[src/rtl/postadder_normalizer_pkg.sv]
// Shared definitions for the FP add/sub back end: default widths, FSM encodings
// and bit positions inside the {carry, hidden, fraction, guard, round} mantissa.
`ifndef EXP_SIZE
`define EXP_SIZE 8
`endif
`ifndef MANTIS_SIZE
`define MANTIS_SIZE 23
`endif

package postadder_normalizer_pkg;

   localparam logic [1:0] ST_IDLE  = 2'd0;
   localparam logic [1:0] ST_NORM  = 2'd1;
   localparam logic [1:0] ST_ROUND = 2'd2;
   localparam logic [1:0] ST_DONE  = 2'd3;

   localparam int ROUND_BIT = 0;
   localparam int GUARD_BIT = 1;
   localparam int LSB_BIT   = 2;

   function automatic int hidden_pos(input int mantis_size);
      return mantis_size + 2;
   endfunction

   function automatic int carry_pos(input int mantis_size);
      return mantis_size + 3;
   endfunction

endpackage

[src/rtl/postadder_rounder.sv]
// Round-to-nearest-even on a {hidden, fraction} significand; round_carry flags
// the increment rippling out of the hidden bit.
module postadder_rounder #(
   parameter int MANTIS_SIZE = 23
) (
   input  logic [MANTIS_SIZE:0] i_hf,
   input  logic                 i_guard,
   input  logic                 i_round,
   input  logic                 i_sticky,
   output logic [MANTIS_SIZE:0] o_hf,
   output logic                 o_round_carry
);

   logic w_inc;

   // Ties (guard set, nothing below) only round up when the lsb is odd.
   assign w_inc = i_guard & (i_round | i_sticky | i_hf[0]);
   assign {o_round_carry, o_hf} = {1'b0, i_hf} + {{(MANTIS_SIZE + 1){1'b0}}, w_inc};

endmodule

[src/rtl/postadder_normalizer.sv]
// Post-adder normaliser: one-bit-per-cycle normalisation, RNE rounding and
// special-case packing, with a single operation in flight between handshakes.
module postadder_normalizer
   import postadder_normalizer_pkg::*;
#(
   parameter int EXP_SIZE    = `EXP_SIZE,
   parameter int MANTIS_SIZE = `MANTIS_SIZE
) (
   input  logic                   clk,
   input  logic                   rst_n,
   input  logic                   in_valid,
   output logic                   in_ready,
   input  logic                   in_sign,
   input  logic [EXP_SIZE-1:0]    in_exp,
   input  logic [MANTIS_SIZE+3:0] in_mantis,
   input  logic                   in_loss,
   output logic                   out_valid,
   input  logic                   out_ready,
   output logic                   out_sign,
   output logic [EXP_SIZE-1:0]    out_exp,
   output logic [MANTIS_SIZE-1:0] out_frac,
   output logic                   out_zero,
   output logic                   out_overflow,
   output logic                   out_underflow
);

   localparam int MW       = MANTIS_SIZE + 4;
   localparam int P_CARRY  = carry_pos(MANTIS_SIZE);
   localparam int P_HIDDEN = hidden_pos(MANTIS_SIZE);
   localparam logic [EXP_SIZE-1:0] EXP_MAX = {EXP_SIZE{1'b1}};

   logic [1:0]             r_state;
   logic                   r_sign;
   logic [EXP_SIZE-1:0]    r_exp;
   logic [MW-1:0]          r_mant;
   logic                   r_sticky;

   logic                   r_osign;
   logic [EXP_SIZE-1:0]    r_oexp;
   logic [MANTIS_SIZE-1:0] r_ofrac;
   logic                   r_ozero;
   logic                   r_oovf;
   logic                   r_ounf;

   logic [EXP_SIZE-1:0]    w_exp_inc;
   logic [EXP_SIZE-1:0]    w_exp_dec;
   logic                   w_exp_le1;
   logic [MANTIS_SIZE:0]   w_hf;
   logic                   w_rc;
   logic                   w_unused_hidden;

   logic                   w_go;
   logic                   w_nsign;
   logic [EXP_SIZE-1:0]    w_nexp;
   logic [MANTIS_SIZE-1:0] w_nfrac;
   logic                   w_nz;
   logic                   w_no;
   logic                   w_nu;

   assign w_exp_inc = r_exp + 1'b1;
   assign w_exp_dec = r_exp - 1'b1;
   assign w_exp_le1 = (r_exp[EXP_SIZE-1:1] == '0);

   postadder_rounder #(.MANTIS_SIZE(MANTIS_SIZE)) u_rounder (
      .i_hf          (r_mant[P_HIDDEN:LSB_BIT]),
      .i_guard       (r_mant[GUARD_BIT]),
      .i_round       (r_mant[ROUND_BIT]),
      .i_sticky      (r_sticky),
      .o_hf          (w_hf),
      .o_round_carry (w_rc)
   );

   // On a round carry the fraction bits are already zero; only the exponent moves.
   assign w_unused_hidden = w_hf[MANTIS_SIZE];

   // Result to publish when the FSM enters DONE this cycle.
   always_comb begin
      w_go    = 1'b0;
      w_nsign = r_sign;
      w_nexp  = r_exp;
      w_nfrac = w_hf[MANTIS_SIZE-1:0];
      w_nz    = 1'b0;
      w_no    = 1'b0;
      w_nu    = 1'b0;
      case (r_state)
         ST_NORM: begin
            if (r_mant[P_CARRY]) begin
               if (w_exp_inc == EXP_MAX) begin
                  w_go    = 1'b1;
                  w_nexp  = EXP_MAX;
                  w_nfrac = '0;
                  w_no    = 1'b1;
               end
            end else if (r_mant == '0) begin
               w_go    = 1'b1;
               w_nsign = 1'b0;
               w_nexp  = '0;
               w_nfrac = '0;
               w_nz    = 1'b1;
            end else if (!r_mant[P_HIDDEN] && w_exp_le1) begin
               w_go    = 1'b1;
               w_nsign = 1'b0;
               w_nexp  = '0;
               w_nfrac = '0;
               w_nu    = 1'b1;
            end
         end
         ST_ROUND: begin
            w_go = 1'b1;
            if (w_rc) begin
               w_nexp = w_exp_inc;
               if (w_exp_inc == EXP_MAX) begin
                  w_nfrac = '0;
                  w_no    = 1'b1;
               end
            end
         end
         default: ;
      endcase
   end

   always_ff @(posedge clk or negedge rst_n) begin
      if (!rst_n) begin
         r_state  <= ST_IDLE;
         r_sign   <= 1'b0;
         r_exp    <= '0;
         r_mant   <= '0;
         r_sticky <= 1'b0;
      end else begin
         case (r_state)
            ST_IDLE: begin
               if (in_valid) begin
                  r_sign   <= in_sign;
                  r_exp    <= in_exp;
                  r_mant   <= in_mantis;
                  r_sticky <= in_loss;
                  r_state  <= ST_NORM;
               end
            end
            ST_NORM: begin
               if (r_mant[P_CARRY]) begin
                  r_mant   <= r_mant >> 1;
                  r_sticky <= r_sticky | r_mant[0];
                  r_exp    <= w_exp_inc;
                  r_state  <= w_go ? ST_DONE : ST_ROUND;
               end else if (w_go) begin
                  r_state <= ST_DONE;
               end else if (r_mant[P_HIDDEN]) begin
                  r_state <= ST_ROUND;
               end else begin
                  r_mant <= r_mant << 1;
                  r_exp  <= w_exp_dec;
               end
            end
            ST_ROUND: r_state <= ST_DONE;
            default: begin
               if (out_ready) r_state <= ST_IDLE;
            end
         endcase
      end
   end

   always_ff @(posedge clk or negedge rst_n) begin
      if (!rst_n) begin
         r_osign <= 1'b0;
         r_oexp  <= '0;
         r_ofrac <= '0;
         r_ozero <= 1'b0;
         r_oovf  <= 1'b0;
         r_ounf  <= 1'b0;
      end else if (w_go) begin
         r_osign <= w_nsign;
         r_oexp  <= w_nexp;
         r_ofrac <= w_nfrac;
         r_ozero <= w_nz;
         r_oovf  <= w_no;
         r_ounf  <= w_nu;
      end
   end

   assign in_ready      = (r_state == ST_IDLE);
   assign out_valid     = (r_state == ST_DONE);
   assign out_sign      = r_osign;
   assign out_exp       = r_oexp;
   assign out_frac      = r_ofrac;
   assign out_zero      = r_ozero;
   assign out_overflow  = r_oovf;
   assign out_underflow = r_ounf;

endmodule

[config.mk]
export PLATFORM = sky130hd
export DESIGN_NAME = postadder_normalizer
export DESIGN_NICKNAME = d
export VERILOG_FILES = /design/src/rtl/postadder_normalizer_pkg.sv /design/src/rtl/postadder_rounder.sv /design/src/rtl/postadder_normalizer.sv
export SDC_FILE = /design/constraint.sdc
export NUM_CORES = 1
export LEC_CHECK = 0
export CAP_MARGIN = 10
export CORE_MARGIN = 8
export CORE_UTILIZATION = 30
export CTS_CLUSTER_SIZE = 12
export DETAILED_ROUTE_END_ITERATION = 10
export PLACE_DENSITY_LB_ADDON = 0.25
export SLEW_MARGIN = 20
export SYNTH_ARGS = -nofsm -noshare
export SYNTH_HDL_FRONTEND = slang
export SYNTH_SLANG_ARGS = --single-unit
[constraint.sdc]
create_clock -name clk -period 6.7 [get_ports clk]
set_clock_uncertainty 0.2 [all_clocks]
set_input_delay 1.005 -clock clk [delete_from_list [all_inputs] [get_ports clk]]
set_output_delay 1.005 -clock clk [all_outputs]
set_load 0.05 [all_outputs]
==> results.tsv, run 1 <==
stage	metric	value	unit
outcome	status	finished clean	
worst_hold_path	worst min path class	reg2reg	
global_route	largest net degree at the start of global routing	75	
placement	post-detail-place hpwl	9370	um
clock_network	# Post-CTS Setup Buffers	0	
clock_network	clk sinks	74	
yosys	syn_area_per_cell	8.44	um2
clock_network	Post-CTS Resized	0	
detailed_routing	final WL	13200	um
worst_hold_path	Hold Path Sink	out_frac[15]$_DFFE_PN0N_	
global_route	antenna violations before repair	0	
floorplanning	# rows	45	
layout	# diodes	0	
critical_path	Register-to-Register Setup Slack	3200	ps
floorplanning	# IOs	78	
power_and_ir_drop	worst vdd ir	0.315	mV
yosys	Mapped Nets	590	
detailed_routing	routed vias	4151	
floorplanning	Die ar.	0.0194	mm2
detailed_routing	DR iter-0 viols	258	
global_route	first-pass GRT wire length	21700	um
clock_network	Clock Path Buffers	2	
clock_network	CTS root buffer	clkbuf_16	
sta	final setup TNS	0	ps
clock_network	CTS hold repair buffers	0	
critical_path	R2R cell count	9	
sta	setup violators final	0	
layout	Finished Core Util	38.0	%
clock_network	clock latency on the worst-skew pair	340	ps
global_route	all-layer global routing usage	13.8	%
critical_path	reg-to-reg endpoint	r_mant[6]$_DFFE_PN0P_	
critical_path	worst-path cell chain	inv_1 -> ha_2 -> buf_4 -> inv_1 -> o21a_1 -> a21oi_4 -> buf_4 -> o211ai_1 -> o21ai_0	
worst_hold_path	hold depth	2	
placement	GPL Wtd Cong	0.811	
floorplanning	Starting Density	30.4	%
yosys	sequential fraction of the synthesis area	40.5	%
critical_path	CP max stage delay	580	ps
layout	commonest non-fill, non-tap cell in the layout	nand2_1	
yosys	fraction of registers with async set/reset	100	%
sta	Max Transition Viols Final	0	
detailed_routing	Residual DRC	0	
clock_network	H-tree depth	3	
global_route	grt ovf	0	
global_route	vias in the first global route	4117	
critical_path	crit path max fanout	51	
detailed_routing	TritonRoute pass-1 iters	5	
yosys	post-synth cell types	55	
sta	final hold vios	0	
sta	worst slew pin tran	1090	ps
sta	period utilization	52.2	%
critical_path	Critical Path AT	3550	ps
yosys	EDFF count, synth	0	
sta	RSZ-0062 raised after global routing	false	
yosys	Post-Syn Area	0.00457	mm2
sta	slew margin rel.	27.0	%
layout	Area Overhead vs Synth	25.1	%
placement	DP Area	0.00544	mm2
layout	layout cells sized above 1	5.20	%
flow_run	Max Cap Violations	0	
power_and_ir_drop	Lkg Pwr	2.12	nW
yosys	Post-synth top flop	dfrtp_1	
power_and_ir_drop	Tot Pwr	2.84	mW
critical_path	CP required	6760	ps
detailed_routing	Antenna Nets Post-Route	0	
floorplanning	DIE WIDTH	139	um
yosys	synthesis warning total	0	
critical_path	Worst path slowest cell	ha_2	
placement	port buffer count	77	
sta	minimum clock period	3500	ps
layout	Final Cell Area	0.00571	mm2
critical_path	Worst setup SP type	flip-flop	
sta	fmax	286	MHz
layout	nets	640	
critical_path	Setup CP Type	reg2reg	
floorplanning	Die Y	139	um
clock_network	cts bufs inserted	9	
yosys	cells after synthesis	541	
placement	# placed instances	768	
layout	Post-Layout Cell Count	784	
critical_path	FF-to-FF Start	r_state[1]$_DFFE_PN0P_	
clock_network	CTS tree	yes	
detailed_routing	vias per inst	5.29	
yosys	#FFs+latches synth	74	
clock_network	CTS clk-pin slew, worst paths	60	ps
critical_path	critical path capture point type	flip-flop	
power_and_ir_drop	P per Cell Area	497	mW/mm2
detailed_routing	wire length per cell	16.8	um
layout	most frequent cells in the layout	87 x nand2_1, 76 x clkdlybuf4s50_1, 73 x dfrtp_1, 40 x inv_1, 40 x o21ai_0	
worst_hold_path	Hold Path Origin	out_frac[15]$_DFFE_PN0N_	
floorplanning	core area	0.0150	mm2
## worst max path at each step
| stage | endpoint | start | depth (start not counted) |
|---|---|---|---|
| after CTS | r_mant[24]$_DFFE_PN0P_ | r_state[1]$_DFFE_PN0P_ | 9 |
| final | r_mant[6]$_DFFE_PN0P_ | r_state[1]$_DFFE_PN0P_ | 9 |
| after global placement | r_mant[24]$_DFFE_PN0P_ | r_state[1]$_DFFE_PN0P_ | 9 |
| after detailed placement | r_mant[24]$_DFFE_PN0P_ | r_state[1]$_DFFE_PN0P_ | 9 |
| after global routing | r_mant[9]$_DFFE_PN0P_ | r_state[1]$_DFFE_PN0P_ | 9 |
| after floorplan | out_frac[14]$_DFFE_PN0N_ | r_exp[1]$_DFFE_PN0P_ | 8 |
## sequential cells by signal (all words and copies together) (netlist names)
register,flops
out_exp,8
out_frac,23
out_overflow,1
out_sign,1
out_underflow,1
out_zero,1
r_exp,8
r_mant,27
r_sign,1
r_state,2
r_sticky,1
## metal layers
layer,up-vias,GRT usage (%),routed length [um]
li1,2050,-,-
met1,1995,18.2,6390
met2,94,21.5,6000
met3,12,2.91,588
met4,0,5.72,224
met5,-,0,0
## final cells by class
cell class / instances / area [um2]
Fill cell: 1495 / 9320
Multi-Input combinational cell: 386 / 2410
Sequential cell: 74 / 1860
Timing Repair Buffer: 80 / 791
Clock buffer: 12 / 246
Tap cell: 188 / 235
Inverter: 40 / 150
Clock inverter: 4 / 27.5
## where the power goes
group	leakage, nW	internal (mW)	switching, mW
registers	0.922	0.636	0.312
logic	1.07	0.524	0.919
clock network	0.125	0.260	0.188
total	2.12	1.42	1.42
## cells in the mapped netlist, types with 4 or more instances
cell type / instances / area share (%)
nor4_1: 10 / 1.4
buf_2: 5 / 0.55
and2_1: 4 / 0.55
nand3_1: 10 / 1.1
and3_1: 5 / 0.68
nand2b_1: 4 / 0.55
nand2_1: 87 / 7.2
o211ai_1: 26 / 4.3
o22ai_1: 7 / 0.96
ha_1: 8 / 2.2
nor2b_1: 6 / 0.82
xor2_1: 7 / 1.3
nand4_1: 10 / 1.4
o21ai_0: 40 / 4.4
nor2_1: 23 / 1.9
clkbuf_1: 31 / 2.5
o21ai_1: 22 / 2.4
a21oi_1: 22 / 2.4
inv_1: 40 / 3.3
o311ai_0: 23 / 4.4
dfrtp_1: 74 / 41
a32oi_1: 7 / 1.3
nor3_1: 6 / 0.66
xnor2_1: 19 / 3.6
## metrics by stage
| stage | hold WS [ps] | setup slack [ps] |
|---|---|---|
| 2_1_floorplan | 279 | 4110 |
| 3_3_place_gp | 270 | 3340 |
| 3_5_place_dp | 277 | 3240 |
| 4_1_cts | 290 | 3240 |
| 5_1_grt | 316 | 2870 |
| 6_report | 281 | 3200 |
## critical path, delay by kind of cell, from the launching register on
| family | cells | cell delay (ps) |
|---|---|---|
| compound gates | 4 | 860 |
| fa+ha+maj | 1 | 580 |
| buf+inv | 4 | 1320 |
| flops | 1 | 410 |
## cells by family after synthesis
| kind of cell | Yosys count | share of synthesized area (%) |
|---|---|---|
| AND/OR/NAND/NOR | 179 | 18.9 |
| adder cells (fa/ha/maj) | 8 | 2.19 |
| flip-flops | 74 | 40.5 |
| multiplexers | 3 | 0.712 |
| XOR/XNOR | 26 | 4.99 |
| buffers and inverters | 81 | 7.15 |
| AO/OA/AOI/OAI | 170 | 25.5 |
(Power assumes the default switching activity.)
==> inputs of run 2 (changes only) <==
==> constraint.sdc (replaced) <==
create_clock -name clk -period 3.2 [get_ports clk]
set_clock_uncertainty 0.2 [all_clocks]
set_input_delay 0.48 -clock clk [delete_from_list [all_inputs] [get_ports clk]]
set_output_delay 0.48 -clock clk [all_outputs]
set_load 0.05 [all_outputs]
==> run 2 against run 1 <==
Compared with the run above: flip-flop and latch count stayed put; final area is 2.0% higher; wire length is 1.1% higher; core utilization is 0.76 points higher; first-iteration DRC count is 31% higher; non-clock buffer count is 11 higher; critical path depth is 1 lower; sequential power is 95% higher; critical endpoint is now out_frac[0]$_DFFE_PN0N_; largest cell class unchanged; largest power group unchanged.
==> results.tsv, run 2 (synthesis gave the netlist of run 1 again) <==
stage	metric	value	unit	change
critical_path	CP max stage delay	460	ps	-120 ps
floorplanning	Starting Density	30.4	%	unchanged
clock_network	Clock Path Buffers	2		unchanged
global_route	all-layer global routing usage	13.9	%	+0.10 points
layout	Filler cells	1490		-0.33%
clock_network	CTS tree	yes		
outcome	status	finished clean		
critical_path	Worst setup SP type	flip-flop		
sta	period utilization	89.3	%	+37 points
critical_path	worst-path cell chain	ha_1 -> nand3_1 -> or3_4 -> a2111oi_4 -> a31oi_1 -> o21bai_4 -> buf_12 -> o21ai_0		
detailed_routing	Antenna Nets Post-Route	0		unchanged
placement	# placed instances	779		+1.4%
sta	final hold vios	0		unchanged
detailed_routing	Residual DRC	0		unchanged
power_and_ir_drop	Lkg Pwr	2.20	nW	+3.9%
global_route	grt ovf	0		unchanged
floorplanning	Die Y	139	um	unchanged
floorplanning	DIE WIDTH	139	um	unchanged
power_and_ir_drop	P per Cell Area	1050	mW/mm2	+110%
layout	Post-Layout Cell Count	795		+1.4%
floorplanning	Die ar.	0.0194	mm2	unchanged
global_route	antenna violations before repair	0		unchanged
sta	setup violators final	0		unchanged
layout	commonest non-fill, non-tap cell in the layout	nand2_1		
clock_network	H-tree depth	3		unchanged
layout	number of flip-flops in the largest register	27		unchanged
detailed_routing	DR iter-0 viols	339		+31%
clock_network	# Post-CTS Setup Buffers	0		unchanged
critical_path	CP bufs+invs	1		-3
global_route	largest net degree at the start of global routing	75		unchanged
placement	post-detail-place hpwl	9670	um	+3.2%
sta	fmax	350	MHz	+22%
critical_path	Worst path slowest cell	dfrtp_1		
detailed_routing	TritonRoute pass-1 iters	5		unchanged
critical_path	R2R cell count	8		-1
placement	port buffer count	77		unchanged
power_and_ir_drop	worst vdd ir	0.489	mV	+56%
clock_network	Post-CTS Resized	0		unchanged
critical_path	Critical Path AT	2890	ps	-660 ps
worst_hold_path	worst min path class	in2async		
detailed_routing	vias per inst	5.26		-0.60%
floorplanning	# IOs	78		unchanged
detailed_routing	wire length per cell	16.8	um	-0.32%
sta	RSZ-0062 raised after global routing	false		
clock_network	clk sinks	74		unchanged
sta	slew margin rel.	33.4	%	+6.4 points
global_route	first-pass GRT wire length	21900	um	+1.2%
placement	GPL Wtd Cong	0.787		-3.0%
detailed_routing	final WL	13300	um	+1.1%
critical_path	CP required	3230	ps	-3530 ps
detailed_routing	routed vias	4184		+0.79%
clock_network	clock latency on the worst-skew pair	350	ps	about the same
floorplanning	core area	0.0150	mm2	unchanged
clock_network	CTS clk-pin slew, worst paths	60	ps	about the same
layout	Storage cell area	0.00185	mm2	-0.13%
flow_run	Max Cap Violations	0		unchanged
layout	# diodes	0		unchanged
layout	multi-input logic area	0.00241	mm2	unchanged
layout	Area Overhead vs Synth	27.6	%	
clock_network	CTS root buffer	clkbuf_16		
critical_path	crit path max fanout	23		-55%
critical_path	critical path capture point type	flip-flop		
critical_path	FF-to-FF Start	r_exp[0]$_DFFE_PN0P_		
sta	Max Transition Viols Final	0		unchanged
sta	final setup TNS	0	ps	unchanged
layout	Biggest register	r_mant		
critical_path	Crit path max-delay family	compound AO/OA/AOI/OAI gates		
layout	layout cells sized above 1	7.08	%	+1.9 points
layout	most frequent cells in the layout	87 x nand2_1, 76 x clkdlybuf4s50_1, 73 x dfrtp_1, 40 x inv_1, 40 x o21ai_0		
critical_path	Register-to-Register Setup Slack	340	ps	-2860 ps
global_route	vias in the first global route	4107		-0.24%
critical_path	reg-to-reg endpoint	out_frac[0]$_DFFE_PN0N_		
critical_path	Setup CP Type	reg2reg		
clock_network	cts bufs inserted	9		unchanged
layout	nets	651		+1.7%
sta	worst slew pin tran	999	ps	-95.4 ps
clock_network	CTS hold repair buffers	0		unchanged
sta	minimum clock period	2860	ps	-639 ps
floorplanning	# rows	45		unchanged
## run 2: cell types whose count changed in the layout (fill, tap and decap cells not counted), sizes merged
| cell | delta |
|---|---|
| buf | +11 |
| clkinvlp | -3 |
| inv | +1 |
| clkinv | +3 |
| bufinv | +1 |
| clkbuf | -2 |
## run 2: per-layer routing
| layer | vias up | global-route usage, % | share of wire [%] |
|---|---|---|---|
| met5 | - | 0 | 0 |
| met4 | 0 | 5.60 | 1.7 |
| met3 | 13 | 2.94 | 4.8 |
| met2 | 103 | 21.4 | 45 |
| met1 | 2001 | 18.7 | 48 |
| li1 | 2067 | - | - |
## run 2: where the power goes
group          internal, mW  total, mW  leakage, nW  switching (mW)
sequential             1.33       1.85        0.922           0.524
combinational          1.17       3.24         1.13            2.08
clock                 0.606       1.02        0.147           0.413
total                  3.10       6.12         2.20            3.01
## run 2: worst register-to-register path, delay by kind of cell (launching register included)
kind | cells | cell delay (ps)
AO/OA/AOI/OAI | 4 | 960
AND/OR/NAND/NOR | 2 | 620
flip-flops | 1 | 460
adder cells (fa/ha/maj) | 1 | 330
buffers and inverters | 1 | 180
## run 2: worst max path at each step
stage | from | endpoint | cells after the start
after floorplan | r_exp[1]$_DFFE_PN0P_ | out_frac[14]$_DFFE_PN0N_ | 8
after global placement | r_exp[0]$_DFFE_PN0P_ | out_frac[0]$_DFFE_PN0N_ | 9
after detailed placement | r_exp[0]$_DFFE_PN0P_ | out_frac[0]$_DFFE_PN0N_ | 8
after CTS | r_exp[0]$_DFFE_PN0P_ | out_frac[0]$_DFFE_PN0N_ | 8
after global routing | r_exp[0]$_DFFE_PN0P_ | out_frac[0]$_DFFE_PN0N_ | 9
final | r_exp[0]$_DFFE_PN0P_ | out_frac[0]$_DFFE_PN0N_ | 8
## run 2: stage by stage
stage / utilization, % / setup slack (ps) / power [mW] / hold slack, ps / area, um2
global route: 38.8 / 157 / 6.59 / 182 / 5830
floorplan: - / 610 / 4.10 / -15.6 / 4570
finish: 38.8 / 343 / 6.12 / 75.2 / 5830
detailed placement: 36.8 / 338 / 5.12 / 276 / 5530
global placement: 36.8 / 467 / 5.07 / 272 / 5530
CTS: 38.8 / 336 / 6.16 / 142 / 5830
## run 2: area by class of cell
class / instances / area share [%]
inverters: 40 / 2.58
multi-input cells: 386 / 41.3
well taps: 188 / 4.04
clock buffers: 10 / 3.93
repair buffers: 91 / 15.2
clock inverters: 6 / 1.14
flip-flops and latches: 74 / 31.8
